===== src/rtl/alu_pkg.sv =====
// Shared definitions for the ALU arbiter: opcodes, arbiter states and operand widths.
package alu_pkg;

   localparam int OP_W   = 3;
   localparam int OPND_W = 8;
   localparam int RES_W  = 16;

   typedef enum logic [OP_W-1:0] {
      OP_NOP = 3'b000,
      OP_ADD = 3'b001,
      OP_AND = 3'b010,
      OP_XOR = 3'b011,
      OP_MUL = 3'b100
   } alu_op_t;

   typedef enum logic [1:0] {
      IDLE,
      ISSUE,
      WAIT,
      RESP
   } arb_state_t;

   function automatic logic op_valid(input logic [OP_W-1:0] op);
      return (op >= OP_ADD) && (op <= OP_MUL);
   endfunction

endpackage


===== src/rtl/alu_arbiter_rr_pick.sv =====
// Combinational round-robin picker: first set request at or above i_ptr, wrapping upward.
module rr_pick #(
   parameter int NREQ = 4
) (
   input  logic [NREQ-1:0]                             i_req,
   input  logic [((NREQ > 1) ? $clog2(NREQ) : 1)-1:0] i_ptr,
   output logic [NREQ-1:0]                             o_gnt,
   output logic [((NREQ > 1) ? $clog2(NREQ) : 1)-1:0] o_idx,
   output logic                                        o_any
);

   localparam int IW = (NREQ > 1) ? $clog2(NREQ) : 1;

   logic [IW-1:0] w_k;

   always_comb begin
      o_gnt = '0;
      o_idx = '0;
      o_any = 1'b0;
      w_k   = '0;
      for (int i = 0; i < NREQ; i++) begin
         w_k = IW'((int'(i_ptr) + i) % NREQ);
         if (!o_any && i_req[w_k]) begin
            o_any      = 1'b1;
            o_gnt[w_k] = 1'b1;
            o_idx      = w_k;
         end
      end
   end

endmodule


===== src/rtl/alu_arbiter.sv =====
// Round-robin arbiter sharing one start/done ALU between NREQ requesters,
// one command in flight, with a timeout that aborts a command the ALU never finishes.
module alu_arbiter
   import alu_pkg::*;
#(
   parameter int NREQ    = 4,
   parameter int TIMEOUT = 15
) (
   input  logic                        clk,
   input  logic                        reset,
   input  logic [NREQ-1:0]             req,
   input  logic [NREQ-1:0][OPND_W-1:0] req_a,
   input  logic [NREQ-1:0][OPND_W-1:0] req_b,
   input  logic [NREQ-1:0][OP_W-1:0]   req_op,
   output logic [NREQ-1:0]             gnt,
   output logic [NREQ-1:0]             rsp_valid,
   output logic [RES_W-1:0]            rsp_result,
   output logic                        rsp_err,
   output logic                        busy,
   output logic                        alu_start,
   output logic [OPND_W-1:0]           alu_a,
   output logic [OPND_W-1:0]           alu_b,
   output logic [OP_W-1:0]             alu_op,
   input  logic [RES_W-1:0]            alu_result,
   input  logic                        alu_done
);

   localparam int IW = (NREQ > 1) ? $clog2(NREQ) : 1;

   arb_state_t          r_state;
   arb_state_t          w_state_nxt;
   logic [IW-1:0]       r_rr_ptr;
   logic [IW-1:0]       r_win;
   logic [7:0]          r_cnt;
   logic [NREQ-1:0]     r_gnt;
   logic [NREQ-1:0]     r_rsp_valid;
   logic [RES_W-1:0]    r_rsp_result;
   logic                r_rsp_err;
   logic                r_alu_start;
   logic [OPND_W-1:0]   r_alu_a;
   logic [OPND_W-1:0]   r_alu_b;
   logic [OP_W-1:0]     r_alu_op;

   logic [NREQ-1:0]     w_pick_gnt;
   logic [IW-1:0]       w_pick_idx;
   logic                w_pick_any;
   logic                w_timeout;

   rr_pick #(.NREQ(NREQ)) u_rr_pick (
      .i_req (req),
      .i_ptr (r_rr_ptr),
      .o_gnt (w_pick_gnt),
      .o_idx (w_pick_idx),
      .o_any (w_pick_any)
   );

   // Counter holds completed WAIT cycles; this is the last one allowed.
   assign w_timeout = (r_cnt + 8'd1) == 8'(TIMEOUT);

   always_comb begin
      w_state_nxt = r_state;
      case (r_state)
         IDLE:    if (w_pick_any) w_state_nxt = ISSUE;
         ISSUE:   w_state_nxt = op_valid(r_alu_op) ? WAIT : RESP;
         WAIT:    if (alu_done || w_timeout) w_state_nxt = RESP;
         RESP:    w_state_nxt = IDLE;
         default: w_state_nxt = IDLE;
      endcase
   end

   always_ff @(posedge clk) begin
      if (reset) r_state <= IDLE;
      else       r_state <= w_state_nxt;
   end

   always_ff @(posedge clk) begin
      if (reset) begin
         r_rr_ptr     <= '0;
         r_win        <= '0;
         r_cnt        <= '0;
         r_gnt        <= '0;
         r_rsp_valid  <= '0;
         r_rsp_result <= '0;
         r_rsp_err    <= 1'b0;
         r_alu_start  <= 1'b0;
         r_alu_a      <= '0;
         r_alu_b      <= '0;
         r_alu_op     <= '0;
      end else begin
         r_gnt       <= '0;
         r_rsp_valid <= '0;
         r_alu_start <= 1'b0;
         case (r_state)
            IDLE: begin
               if (w_pick_any) begin
                  r_gnt    <= w_pick_gnt;
                  r_win    <= w_pick_idx;
                  r_alu_a  <= req_a[w_pick_idx];
                  r_alu_b  <= req_b[w_pick_idx];
                  r_alu_op <= req_op[w_pick_idx];
               end
            end
            ISSUE: begin
               if (op_valid(r_alu_op)) begin
                  r_alu_start <= 1'b1;
                  r_cnt       <= '0;
               end else begin
                  r_rsp_result <= '0;
                  r_rsp_err    <= 1'b0;
               end
            end
            WAIT: begin
               r_cnt <= r_cnt + 8'd1;
               // A done arriving on the final allowed cycle still counts as success.
               if (alu_done) begin
                  r_rsp_result <= alu_result;
                  r_rsp_err    <= 1'b0;
               end else if (w_timeout) begin
                  r_rsp_result <= '0;
                  r_rsp_err    <= 1'b1;
               end
            end
            RESP: begin
               r_rsp_valid <= NREQ'(1) << r_win;
               if (int'(r_win) == NREQ - 1) r_rr_ptr <= '0;
               else                         r_rr_ptr <= r_win + 1'b1;
            end
            default: ;
         endcase
      end
   end

   assign gnt        = r_gnt;
   assign rsp_valid  = r_rsp_valid;
   assign rsp_result = r_rsp_result;
   assign rsp_err    = r_rsp_err;
   assign busy       = (r_state != IDLE);
   assign alu_start  = r_alu_start;
   assign alu_a      = r_alu_a;
   assign alu_b      = r_alu_b;
   assign alu_op     = r_alu_op;

endmodule


===== config.mk =====
export PLATFORM = sky130hd
export DESIGN_NAME = alu_arbiter
export DESIGN_NICKNAME = d
export VERILOG_FILES = /design/src/rtl/alu_pkg.sv /design/src/rtl/alu_arbiter_rr_pick.sv /design/src/rtl/alu_arbiter.sv
export SDC_FILE = /design/constraint.sdc
export NUM_CORES = 1
export LEC_CHECK = 0
export BUFFER_PORTS_ARGS = -buffer_cell sky130_fd_sc_hd__buf_4
export CAP_MARGIN = 20
export CORE_UTILIZATION = 42
export DETAILED_ROUTE_END_ITERATION = 12
export MAX_ROUTING_LAYER = met4
export PLACE_DENSITY = 0.75
export RECOVER_POWER = 25
export SYNTH_ARGS = -nofsm -noshare
export SYNTH_HDL_FRONTEND = slang
export SYNTH_HIERARCHICAL = 1
export SYNTH_SLANG_ARGS = --single-unit

===== constraint.sdc =====
create_clock -name clk -period 3.07 [get_ports clk]
set_clock_uncertainty 0.15 [all_clocks]
set_input_delay 0.614 -clock clk [delete_from_list [all_inputs] [get_ports clk]]
set_output_delay 0.614 -clock clk [all_outputs]
set_load 0.02 [all_outputs]

=== Word-level counts from Yosys, hierarchy flattened ===
Index checks and enable logic that the tools add are counted.

* $add $sub $neg: 5
* $lt $le $gt $ge: 11
* Eq/ne operators: 10
* Shift-type cells: 1
* Multiplexer cells: 50
* Bitwise logic cells: 7
* Reduce and logical (&&, ||, !) cells: 22

{| class="wikitable"
|+ Operators with widths
! operator !! number
|-
| $mux 16 || 3
|-
| $bmux 8 s2 || 2
|-
| $pmux 16 s2 || 1
|-
| $mux 8 || 3
|-
| $mux 1 || 17
|-
| $mux 4 || 4
|-
| $pmux 8 s2 || 1
|-
| $lt 2x3->1 const B || 5
|-
| $mux 2 || 7
|-
| $or 4x4->4 || 3
|-
| $add 8x1->8 const B || 1
|-
| $bmux 1 s2 || 4
|-
| $demux 1 s2 || 4
|-
| $eq 8x4->1 const B || 1
|-
| $ge 2x1->1 const B || 4
|-
| $logic_and 1x1->1 || 8
|-
| $pmux 2 s4 || 1
|-
| $bmux 3 s2 || 1
|-
| $ne 2x2->1 const B || 3
|-
| $reduce_and 2->1 || 3
|-
| $add 2x1->2 const B || 2
|-
| $add 2x2->2 const B || 2
|-
| $eq 2x1->1 const B || 2
|-
| $eq 2x2->1 const B || 2
|-
| 15 further kinds || 22
|}

* Register bits: 59
* Input bits: 99
* Output and inout bits: 46
* Word-level logic and storage cells: 118

=== Longest topological paths before layout ===
Gate-level depths: netlist of the first run.

* Depth after elaboration: 14
* Mapped depth: 13
* Depth with buffers taken out: 9

=== Modules after synthesis ===
Netlist of the first run, hierarchy kept.

{| class="wikitable"
|+ Modules (own cells, without submodules)
! module !! times used !! cells each !! area an instance (µm²) !! sequential area each (µm²)
|-
| alu_arbiter || 1 || 322 || 2991.6 || 1181.1
|-
| rr_pick || 1 || 45 || 422.9 || 0.0
|}

=== Worst setup path before layout of the first run ===
No wires, ideal clock.

* Path kind: reg2reg
* Start point: register r_rr_ptr[0]
* End point: register r_alu_b[1], in the netlist alu_b[1]
* Setup time: 0.130 ns
* Data arrival time: 3.129 ns
* Required time: 2.790 ns
* Slack: -0.340 ns
* Cell stages (with the launch flop): 14
* Buffers on the path: 4
* Clock period less this slack: 3.410 ns
* Path through: dfxtp_1 buf_6 inv_1 ha_1 mux4_2 buf_6 and2b_2 o21ai_0 o31ai_1 clkbuf_1 buf_1 mux2_2 a22oi_1 o22ai_1

* Longest elaborated chain between the ends: 14
* Elaborated cells on any way between the ends: 28
* Classes of those cells: add/sub: 3; mux: 18; reduce/logical: 7

{| class="wikitable"
|+ RTL lines
! item !! RTL line !! RTL
|-
| start: declaration || alu_arbiter.sv:32 || <nowiki>logic [IW-1:0] r_rr_ptr;</nowiki>
|-
| start signal: assignment || alu_arbiter.sv:126 || <nowiki>else r_rr_ptr <= r_win + 1'b1;</nowiki>
|-
| branches (longest 11 deep; another with $add 2x1->2) || -- ||
|-
| $mux 2 * || alu_arbiter_rr_pick.sv:23 || <nowiki>if (!o_any && i_req[w_k]) begin</nowiki>
|-
| named net w_pick_idx[0] || alu_arbiter.sv:45 || <nowiki>logic [IW-1:0] w_pick_idx;</nowiki>
|-
| $bmux 8 s2 * || alu_arbiter.sv:99 || <nowiki>r_alu_b <= req_b[w_pick_idx];</nowiki>
|-
| $mux 8 (not written as such) * || alu_arbiter.sv:99 ||
|-
| end signal: assignment || alu_arbiter.sv:99 ||
|-
| end: declaration || alu_arbiter.sv:41 || <nowiki>logic [OPND_W-1:0] r_alu_b;</nowiki>
|}

Mark *: on every way through the listed nets, which the timed path passes. The select of a mux whose other input is x is not followed.
A chain may end at the register's enable or synchronous reset.

=== Worst setup path after layout of the first run ===
* Start point: register r_rr_ptr[0]
* End point: register r_alu_a[5], in the netlist alu_a[5]

* Longest elaborated chain between the ends: 14
* Elaborated cells on any way between the ends: 28
* Classes of those cells: add/sub: 3; mux: 18; reduce/logical: 7

{| class="wikitable"
|+ RTL lines
! item !! RTL line !! RTL
|-
| branches (longest 11 deep; another with $add 2x1->2) || -- ||
|-
| $mux 2 * || alu_arbiter_rr_pick.sv:23 ||
|-
| named net w_pick_idx[1] || alu_arbiter.sv:45 ||
|-
| $bmux 8 s2 * || alu_arbiter.sv:98 || <nowiki>r_alu_a <= req_a[w_pick_idx];</nowiki>
|-
| $mux 8 (not written as such) * || alu_arbiter.sv:98 ||
|-
| end signal: assignment || alu_arbiter.sv:98 ||
|-
| end: declaration || alu_arbiter.sv:40 || <nowiki>logic [OPND_W-1:0] r_alu_a;</nowiki>
|}

Marked as above.

==> results of run 1 <==
## path summary, 6_finish.rpt
path / slack [ns] / to
max: 0.13 / alu_a[5]$_SDFFE_PP0P_
min: 0.31 / alu_b[4]$_SDFFE_PP0P_
max reg2reg: 0.13 / alu_a[5]$_SDFFE_PP0P_
min reg2reg: 0.31 / alu_b[4]$_SDFFE_PP0P_
## power by group through the flow
stage               sequential [W]  combinational, W  clock, W
global placement           0.00103           0.00178         0
floorplan                  0.00116           0.00107         0
CTS                        0.00103           0.00183  0.000897
finish                     0.00103           0.00180  0.000886
global route               0.00104           0.00196  0.000935
detailed placement         0.00104           0.00182         0
## what timing repair did
item | 4_1_cts | 5_1_grt
setup buffers | 0 | 1
gates resized for setup | 0 | 5
setup endpoints to repair | 0 | 19
hold endpoints to repair | 0 | 0
## through the flow
| stage | power, W | cell area, um2 | hold slack, ns |
|---|---|---|---|
| 3_3_place_gp | 0.00282 | 4650 | 0.292 |
| 2_1_floorplan | 0.00224 | 3430 | 0.294 |
| 3_5_place_dp | 0.00286 | 4650 | 0.306 |
| 6_report | 0.00371 | 4850 | 0.312 |
| 4_1_cts | 0.00376 | 4900 | 0.316 |
| 5_1_grt | 0.00394 | 4850 | 0.336 |
## worst min-delay path, cell delays in order (launching register included)
cell and delay, ns:
sky130_fd_sc_hd__dfxtp_1 0.31, sky130_fd_sc_hd__nand2_1 0.05, sky130_fd_sc_hd__a21oi_1 0.05
## registers in the layout, summed over array words and instances, names as in the netlist
name / count
gnt: 4
r_cnt: 8
alu_op: 3
r_win: 2
rsp_result: 16
r_rr_ptr: 2
alu_a: 8
rsp_valid: 4
rsp_err: 1
alu_start: 1
alu_b: 8
r_state: 2
## layout by cell type (no fill, tap or decap), types with 2 or more instances in the layout
master / n
sky130_fd_sc_hd__a21oi_1: 36
sky130_fd_sc_hd__nor2_1: 22
sky130_fd_sc_hd__o21ai_0: 8
sky130_fd_sc_hd__nor2b_1: 2
sky130_fd_sc_hd__nand2_1: 56
sky130_fd_sc_hd__a32o_1: 2
sky130_fd_sc_hd__a22oi_1: 14
sky130_fd_sc_hd__inv_1: 11
sky130_fd_sc_hd__buf_4: 140
sky130_fd_sc_hd__a311oi_1: 19
sky130_fd_sc_hd__bufinv_16: 3
sky130_fd_sc_hd__buf_12: 3
sky130_fd_sc_hd__clkbuf_8: 9
sky130_fd_sc_hd__inv_6: 2
sky130_fd_sc_hd__mux4_2: 15
sky130_fd_sc_hd__nand3_1: 5
sky130_fd_sc_hd__mux2i_1: 10
sky130_fd_sc_hd__ha_1: 13
sky130_fd_sc_hd__dfxtp_1: 57
sky130_fd_sc_hd__nor4_1: 2
sky130_fd_sc_hd__nor3_1: 4
sky130_fd_sc_hd__a2bb2oi_1: 2
sky130_fd_sc_hd__a41oi_1: 2
sky130_fd_sc_hd__nand2b_1: 8
sky130_fd_sc_hd__o21a_1: 2
sky130_fd_sc_hd__and2_1: 6
sky130_fd_sc_hd__clkbuf_1: 18
sky130_fd_sc_hd__mux2_2: 7
sky130_fd_sc_hd__xor2_1: 2
sky130_fd_sc_hd__o22ai_1: 5
sky130_fd_sc_hd__and3_1: 3
sky130_fd_sc_hd__mux4_1: 3
## cell type report
type / instances / area share [%]
clock buffer: 9 / 2.55
clock inverter: 7 / 2.55
inverter: 11 / 0.851
multi-input combinational: 271 / 42.7
sequential: 59 / 24.4
tap: 102 / 2.63
timing repair buffer: 161 / 24.3
## kinds of logic after synthesis
| family | Yosys count | synth area share, % |
|---|---|---|
| AOI/OAI and AO/OA | 104 | 21.0 |
| xor gates and xnor gates | 3 | 0.770 |
| adders and majority gates | 13 | 4.76 |
| buffers and inverters | 37 | 5.42 |
| DFF | 59 | 34.6 |
| muxes | 35 | 17.4 |
| and+or+nand+nor | 116 | 16.0 |
## metal layers
layer | up-vias | GRT usage [%] | part of all wire, %
li1 | 1655 | - | -
met1 | 1567 | 25.6 | 41
met2 | 135 | 39.2 | 51
met3 | 24 | 4.39 | 6.3
met4 | 0 | 10.7 | 2.6
met5 | - | - | 0
==> metrics.log, run 1 <==
INFO  metric run_status = finished, final reports clean
INFO  metric ioPinCount = 145
INFO  metric postCtsHoldBufs = 0
INFO  metric power.ir.vdd_worst = 0.000373 V
INFO  metric grt_antenna_before_repair = 0
INFO  metric max_freq = 340 MHz
INFO  metric cellInternalPower = 0.00226 W
INFO  metric die_height = 92.2 um
INFO  metric max_buffers_root_to_sink = 2
INFO  metric timing.critical_path.to_type = register
INFO  metric grt_pass1_wl = 14,800 um
INFO  metric power.share.sequential = 27.7%
INFO  metric hpwl_after_dpl = 7000 um
INFO  metric p_leak = 1.98 nW
INFO  metric wire_per_inst = 15.0 um
INFO  metric seq_cell_area = 1190 um2
INFO  metric setup_failing_eps_final = 0
INFO  metric synth-seq-area-share = 34.6%
INFO  metric synthFlopType = sky130_fd_sc_hd__dfxtp_1
INFO  metric r2r.worst_path.cells = 11
INFO  metric syn_nets = 479
INFO  metric dp_worst_setup_slack = 0.00721 ns
INFO  metric netSwitchingPower = 0.00145 W
INFO  metric yosysTopAreaCell = sky130_fd_sc_hd__dfxtp_1
INFO  metric dpl.cell_count = 603
INFO  metric clock_tree.htree_level_count = 3
INFO  metric vias = 3,381
INFO  metric hold_path_startpoint = alu_b[4]$_SDFFE_PP0P_
INFO  metric timing.critical_path.from = r_rr_ptr[0]$_SDFFE_PP0N_
INFO  metric critical_path_arrival = 3.00 ns
INFO  metric combPwrFrac = 48.4%
INFO  metric power-per-cell-area = 765 nW/um2
INFO  metric place_congestion = 0.891
INFO  metric groute.usage.overall = 22.8%
INFO  metric post_synth.cell_area_avg = 9.30 um2
INFO  metric synthesis.area = 3410 um2
INFO  metric die_w = 92.2 um
INFO  metric detailedRoute.firstIterationViolations = 153
INFO  metric setup.worst_path.start_class = register
INFO  metric postSynth.asyncResetShare = 0%
INFO  metric layout.nets = 625
INFO  metric worst-path-stages = 11
INFO  metric worst_slew_margin_rel = 57.5%
INFO  metric worst_path_max_delay_cell = sky130_fd_sc_hd__dfxtp_2
INFO  metric timing.critical_path.max_delay_family = multiplexers
INFO  metric clk_transition_reported_paths = 0.08 ns
INFO  metric final_max_slew_viol_count = 0
INFO  metric detail-route-antenna-nets = 0
INFO  metric final.period_utilization = 95.9%
INFO  metric clockRootBuffer = sky130_fd_sc_hd__clkbuf_8
INFO  metric ys_top_cells_by_count = sky130_fd_sc_hd__dfxtp_1, sky130_fd_sc_hd__nand2_1, sky130_fd_sc_hd__a21oi_1
INFO  metric multiInputGateArea = 2070 um2
INFO  metric clock_tree_from_tritoncts = built
INFO  metric setup_total_negative_slack = 0 ns
INFO  metric areaGrowthSynthToFinish = 42.1%
INFO  metric switching_share = 39.2%
INFO  metric routed_wirelength = 9310 um
INFO  metric synth_top_area_share = 34.6%
INFO  metric required = 3.13 ns
INFO  metric total_die_area = 8490 um2
INFO  metric cp_cell_sequence = inv_1 -> ha_1 -> mux4_2 -> buf_4 -> nor4b_4 -> nor2_1 -> a32o_1 -> buf_12 -> mux4_2 -> nand2_1 -> a21oi_1
INFO  metric number_of_sinks_on_the_clock_net = 59
INFO  metric synth.ff_latch_count = 59
INFO  metric io_buffers = 144
INFO  metric post_synth_main_area_contributors = sky130_fd_sc_hd__dfxtp_1, sky130_fd_sc_hd__mux4_2, sky130_fd_sc_hd__nand2_1
INFO  metric timing.final.hold_violations = 0
INFO  metric min-delay-path-class = reg -> reg
INFO  metric shortest_period_the_worst_path_allows = 2.94 ns
INFO  metric clock_power_share = 23.9%
INFO  metric final_layout_size_suffix_gt1_share = 37.1%
INFO  metric clk-insertion-delay-late = 0.34 ns
INFO  metric synth_warnings = 6
INFO  metric cp_max_fo = 14
INFO  metric critical_path_class = reg -> reg
INFO  metric initial_core_util = 43.7%
INFO  metric syn-instance-count = 367
INFO  metric finish.utilization = 62.1%
INFO  metric maximum_single_stage_delay_on_the_critical_path = 0.40 ns
INFO  metric library_cell_with_the_highest_instance_count_after_synthesis = sky130_fd_sc_hd__dfxtp_1
INFO  metric final_cell_count_no_fill = 620
INFO  metric total_grt_overflow = 0
INFO  metric cts-buffers-inserted = 9
INFO  metric synth_enable_flop_cells = 0
INFO  metric n_antenna_cell = 0
INFO  metric std_cell_rows = 32
INFO  metric core = 7810 um2
INFO  metric max_capacitance_violation_count = 0
INFO  metric pin_count_of_the_biggest_net_entering_global_routing = 55
INFO  metric critical_path_buf_inv_count = 3
INFO  metric critical_path.reg2reg.startpoint = r_rr_ptr[0]$_SDFFE_PP0N_
INFO  metric layout.filler_cells = 709
INFO  metric routed_via_density = 5.45
INFO  metric number_of_global_route_vias_before_repair = 3,189
INFO  metric synth_cell_type_count = 53
INFO  metric setup_slack = 0.125 ns
INFO  metric holdPathStages = 2
INFO  metric dr.pass1.iters = 4
INFO  metric tightestPinTransition = 0.636 ns
INFO  metric detail_route.drc_violations = 0
INFO  metric critical_path.most_common_cell = sky130_fd_sc_hd__mux4_2
Note: power is estimated with default switching activity, not from simulation.
==> run 2: changes to the inputs <==
--- a/config.mk
+++ b/config.mk
@@ -7,10 +7,12 @@
 export LEC_CHECK = 0
 export BUFFER_PORTS_ARGS = -buffer_cell sky130_fd_sc_hd__buf_4
 export CAP_MARGIN = 20
-export CORE_UTILIZATION = 42
+export CELL_PAD_IN_SITES_DETAIL_PLACEMENT = 1
+export CELL_PAD_IN_SITES_GLOBAL_PLACEMENT = 2
+export CORE_UTILIZATION = 25
 export DETAILED_ROUTE_END_ITERATION = 12
 export MAX_ROUTING_LAYER = met4
-export PLACE_DENSITY = 0.75
+export PLACE_DENSITY_LB_ADDON = 0.1
 export RECOVER_POWER = 25
 export SYNTH_ARGS = -nofsm -noshare
 export SYNTH_HDL_FRONTEND = slang
==> constraint.sdc (replaced) <==
create_clock -name clk -period 2.4 [get_ports clk]
set_clock_uncertainty 0.15 [all_clocks]
set_input_delay 0.48 -clock clk [delete_from_list [all_inputs] [get_ports clk]]
set_output_delay 0.48 -clock clk [all_outputs]
set_load 0.02 [all_outputs]
==> metrics.log, run 2 (synthesis gave the netlist of run 1 again) <==
INFO  metric clk_transition_reported_paths = 0.06 ns
INFO  metric power.ir.vdd_worst = 0.000513 V
INFO  metric layout.cell_area.non_filler = 5520 um2
INFO  metric dpl.cell_count = 695
INFO  metric min-delay-path-class = in -> reg
INFO  metric die_w = 119 um
INFO  metric failed_checks = setup timing
INFO  metric max_freq = 363 MHz
INFO  metric detailedRoute.firstIterationViolations = 152
INFO  metric critical_path_class = reg -> reg
INFO  metric dr.pass1.iters = 4
INFO  metric timing.critical_path.max_delay_family = multiplexers
INFO  metric final_layout_size_suffix_gt1_share = 46.1%
INFO  metric std_cell_rows = 42
INFO  metric routed_wirelength = 12,000 um
INFO  metric run_status = finished, violations left
INFO  metric commonest_cells_after_routing_fill_and_taps_aside = sky130_fd_sc_hd__buf_4, sky130_fd_sc_hd__dfxtp_1, sky130_fd_sc_hd__nand2_1
INFO  metric place_congestion = 0.751
INFO  metric postCtsHoldBufs = 0
INFO  metric rrSetupSlack = -0.35 ns
INFO  metric clockRootBuffer = sky130_fd_sc_hd__clkbuf_16
INFO  metric setup_repair_after_global_routing_missed_its_margin = true
INFO  metric io_buffers = 144
INFO  metric largest_register_ffs = 16
INFO  metric ioPinCount = 145
INFO  metric setup.worst_path.start_class = register
INFO  metric maximum_single_stage_delay_on_the_critical_path = 0.48 ns
INFO  metric critical_path_arrival = 2.81 ns
INFO  metric tightestPinTransition = 0.424 ns
INFO  metric pin_count_of_the_biggest_net_entering_global_routing = 37
INFO  metric required = 2.46 ns
INFO  metric setup_failing_eps_final = 22
INFO  metric cp_cell_sequence = buf_6 -> buf_4 -> mux4_2 -> inv_2 -> a21oi_2 -> o31ai_4 -> clkbuf_16 -> buf_6 -> mux4_2 -> nand2_1 -> a21oi_1
INFO  metric total_grt_overflow = 0
INFO  metric number_of_sinks_on_the_clock_net = 59
INFO  metric layout.nets = 664
INFO  metric timing.critical_path.to_type = register
INFO  metric core = 13,300 um2
INFO  metric clock_tree.htree_level_count = 3
INFO  metric die_height = 119 um
INFO  metric timing.final.hold_violations = 0
INFO  metric grt_antenna_before_repair = 0
INFO  metric worst_path_max_delay_cell = sky130_fd_sc_hd__mux4_2
INFO  metric detail_route.drc_violations = 0
INFO  metric grt_pass1_wl = 18,700 um
INFO  metric clk-insertion-delay-late = 0.33 ns
INFO  metric worst_slew_margin_rel = 71.6%
INFO  metric max_capacitance_violation_count = 0
INFO  metric hpwl_after_dpl = 8600 um
INFO  metric final_common_cell = sky130_fd_sc_hd__buf_4
INFO  metric routed_via_density = 4.86
INFO  metric n_antenna_cell = 0
INFO  metric areaGrowthSynthToFinish = 61.7%
INFO  metric critical_path_buf_inv_count = 5
INFO  metric final_cell_count_no_fill = 733
INFO  metric groute.usage.overall = 17.3%
INFO  metric initial_core_util = 25.7%
INFO  metric setup_slack = -0.351 ns
INFO  metric p_leak = 2.30 nW
INFO  metric post_dp_cell_area = 4910 um2
INFO  metric vias = 3,564
INFO  metric shortest_period_the_worst_path_allows = 2.75 ns
INFO  metric number_of_global_route_vias_before_repair = 3,699
INFO  metric cts-buffers-inserted = 9
INFO  metric final.period_utilization = 115%
INFO  metric wire_per_inst = 16.4 um
INFO  metric detail-route-antenna-nets = 0
INFO  metric layout.filler_cells = 1,545
INFO  metric power-per-cell-area = 1020 nW/um2
INFO  metric final_max_slew_viol_count = 0
INFO  metric clock_tree_from_tritoncts = built
INFO  metric total_die_area = 14,100 um2
INFO  metric cp_max_fo = 4
INFO  metric max_buffers_root_to_sink = 2
-- run 2: changes by cell type in the layout (fill, tap and decap cells not counted), sizes merged --
cell | previous run | this run
inv | 13 | 12
buf | 143 | 184
clkinv | 1 | 3
bufinv | 3 | 2
clkbuf | 27 | 25
-- run 2: worst min-delay path, delay by kind of cell --
kind	cells	cell delay (ns)
AO/OA/AOI/OAI	1	0.08
buffers and inverters	1	0.11
AND/OR/NAND/NOR	1	0.05
-- run 2: final timing paths --
path | startpoint | end | cells past startpoint
worst max register to register | r_rr_ptr[1]$_SDFFE_PP0N_ | alu_a[2]$_SDFFE_PP0P_ | 11
worst max-delay path | r_rr_ptr[1]$_SDFFE_PP0N_ | alu_a[2]$_SDFFE_PP0P_ | 11
worst min-delay path | alu_result[13] | rsp_result[13]$_SDFFE_PP0P_ | 3
worst min register to register | alu_a[7]$_SDFFE_PP0P_ | alu_a[7]$_SDFFE_PP0P_ | 2
-- run 2: per-stage QoR --
step / setup slack, ns / setup TNS, ns / hold WS [ns] / utilization [%] / total power, W
floorplan: -0.494 / -8.54 / 0.294 / - / 0.00290
global placement: -0.491 / -11.71 / 0.295 / 36.9 / 0.00389
detailed placement: -0.474 / -11.44 / 0.299 / 36.9 / 0.00394
CTS: -0.307 / -5.50 / 0.271 / 40.3 / 0.00547
global route: -0.420 / -8.05 / 0.279 / 41.5 / 0.00601
finish: -0.351 / -5.33 / 0.283 / 41.5 / 0.00565
-- run 2: cell type report --
| type | instances | area, um2 | area share [%] |
|---|---|---|---|
| Multi-Input combinational cell | 271 | 2180 | 39.6 |
| Timing Repair Buffer | 200 | 1570 | 28.4 |
| Sequential cell | 59 | 1190 | 21.5 |
| Clock buffer | 9 | 225 | 4.08 |
| Tap cell | 176 | 220 | 3.99 |
| Clock inverter | 7 | 91.3 | 1.65 |
| Inverter | 11 | 43.8 | 0.793 |
-- run 2: per-layer routing --
layer,vias up,GRT usage (%),wire length (um)
met3,9,5.36,741
met4,0,4.43,104
li1,1733,-,-
met1,1711,20.1,5100
met2,111,28.8,6070
met5,-,-,0
-- run 2: timing repair --
action,in CTS,in global routing
pin swaps,3,14
resized for setup,21,23
setup buffers,7,13
cloned,0,2
setup endpoints to repair,27,27
-- run 2: report_power, final --
part | internal [W] | total, W | switching, W
Combinational | 0.00143 | 0.00295 | 0.00152
Clock | 0.000906 | 0.00138 | 0.000473
Sequential | 0.00117 | 0.00132 | 0.000147
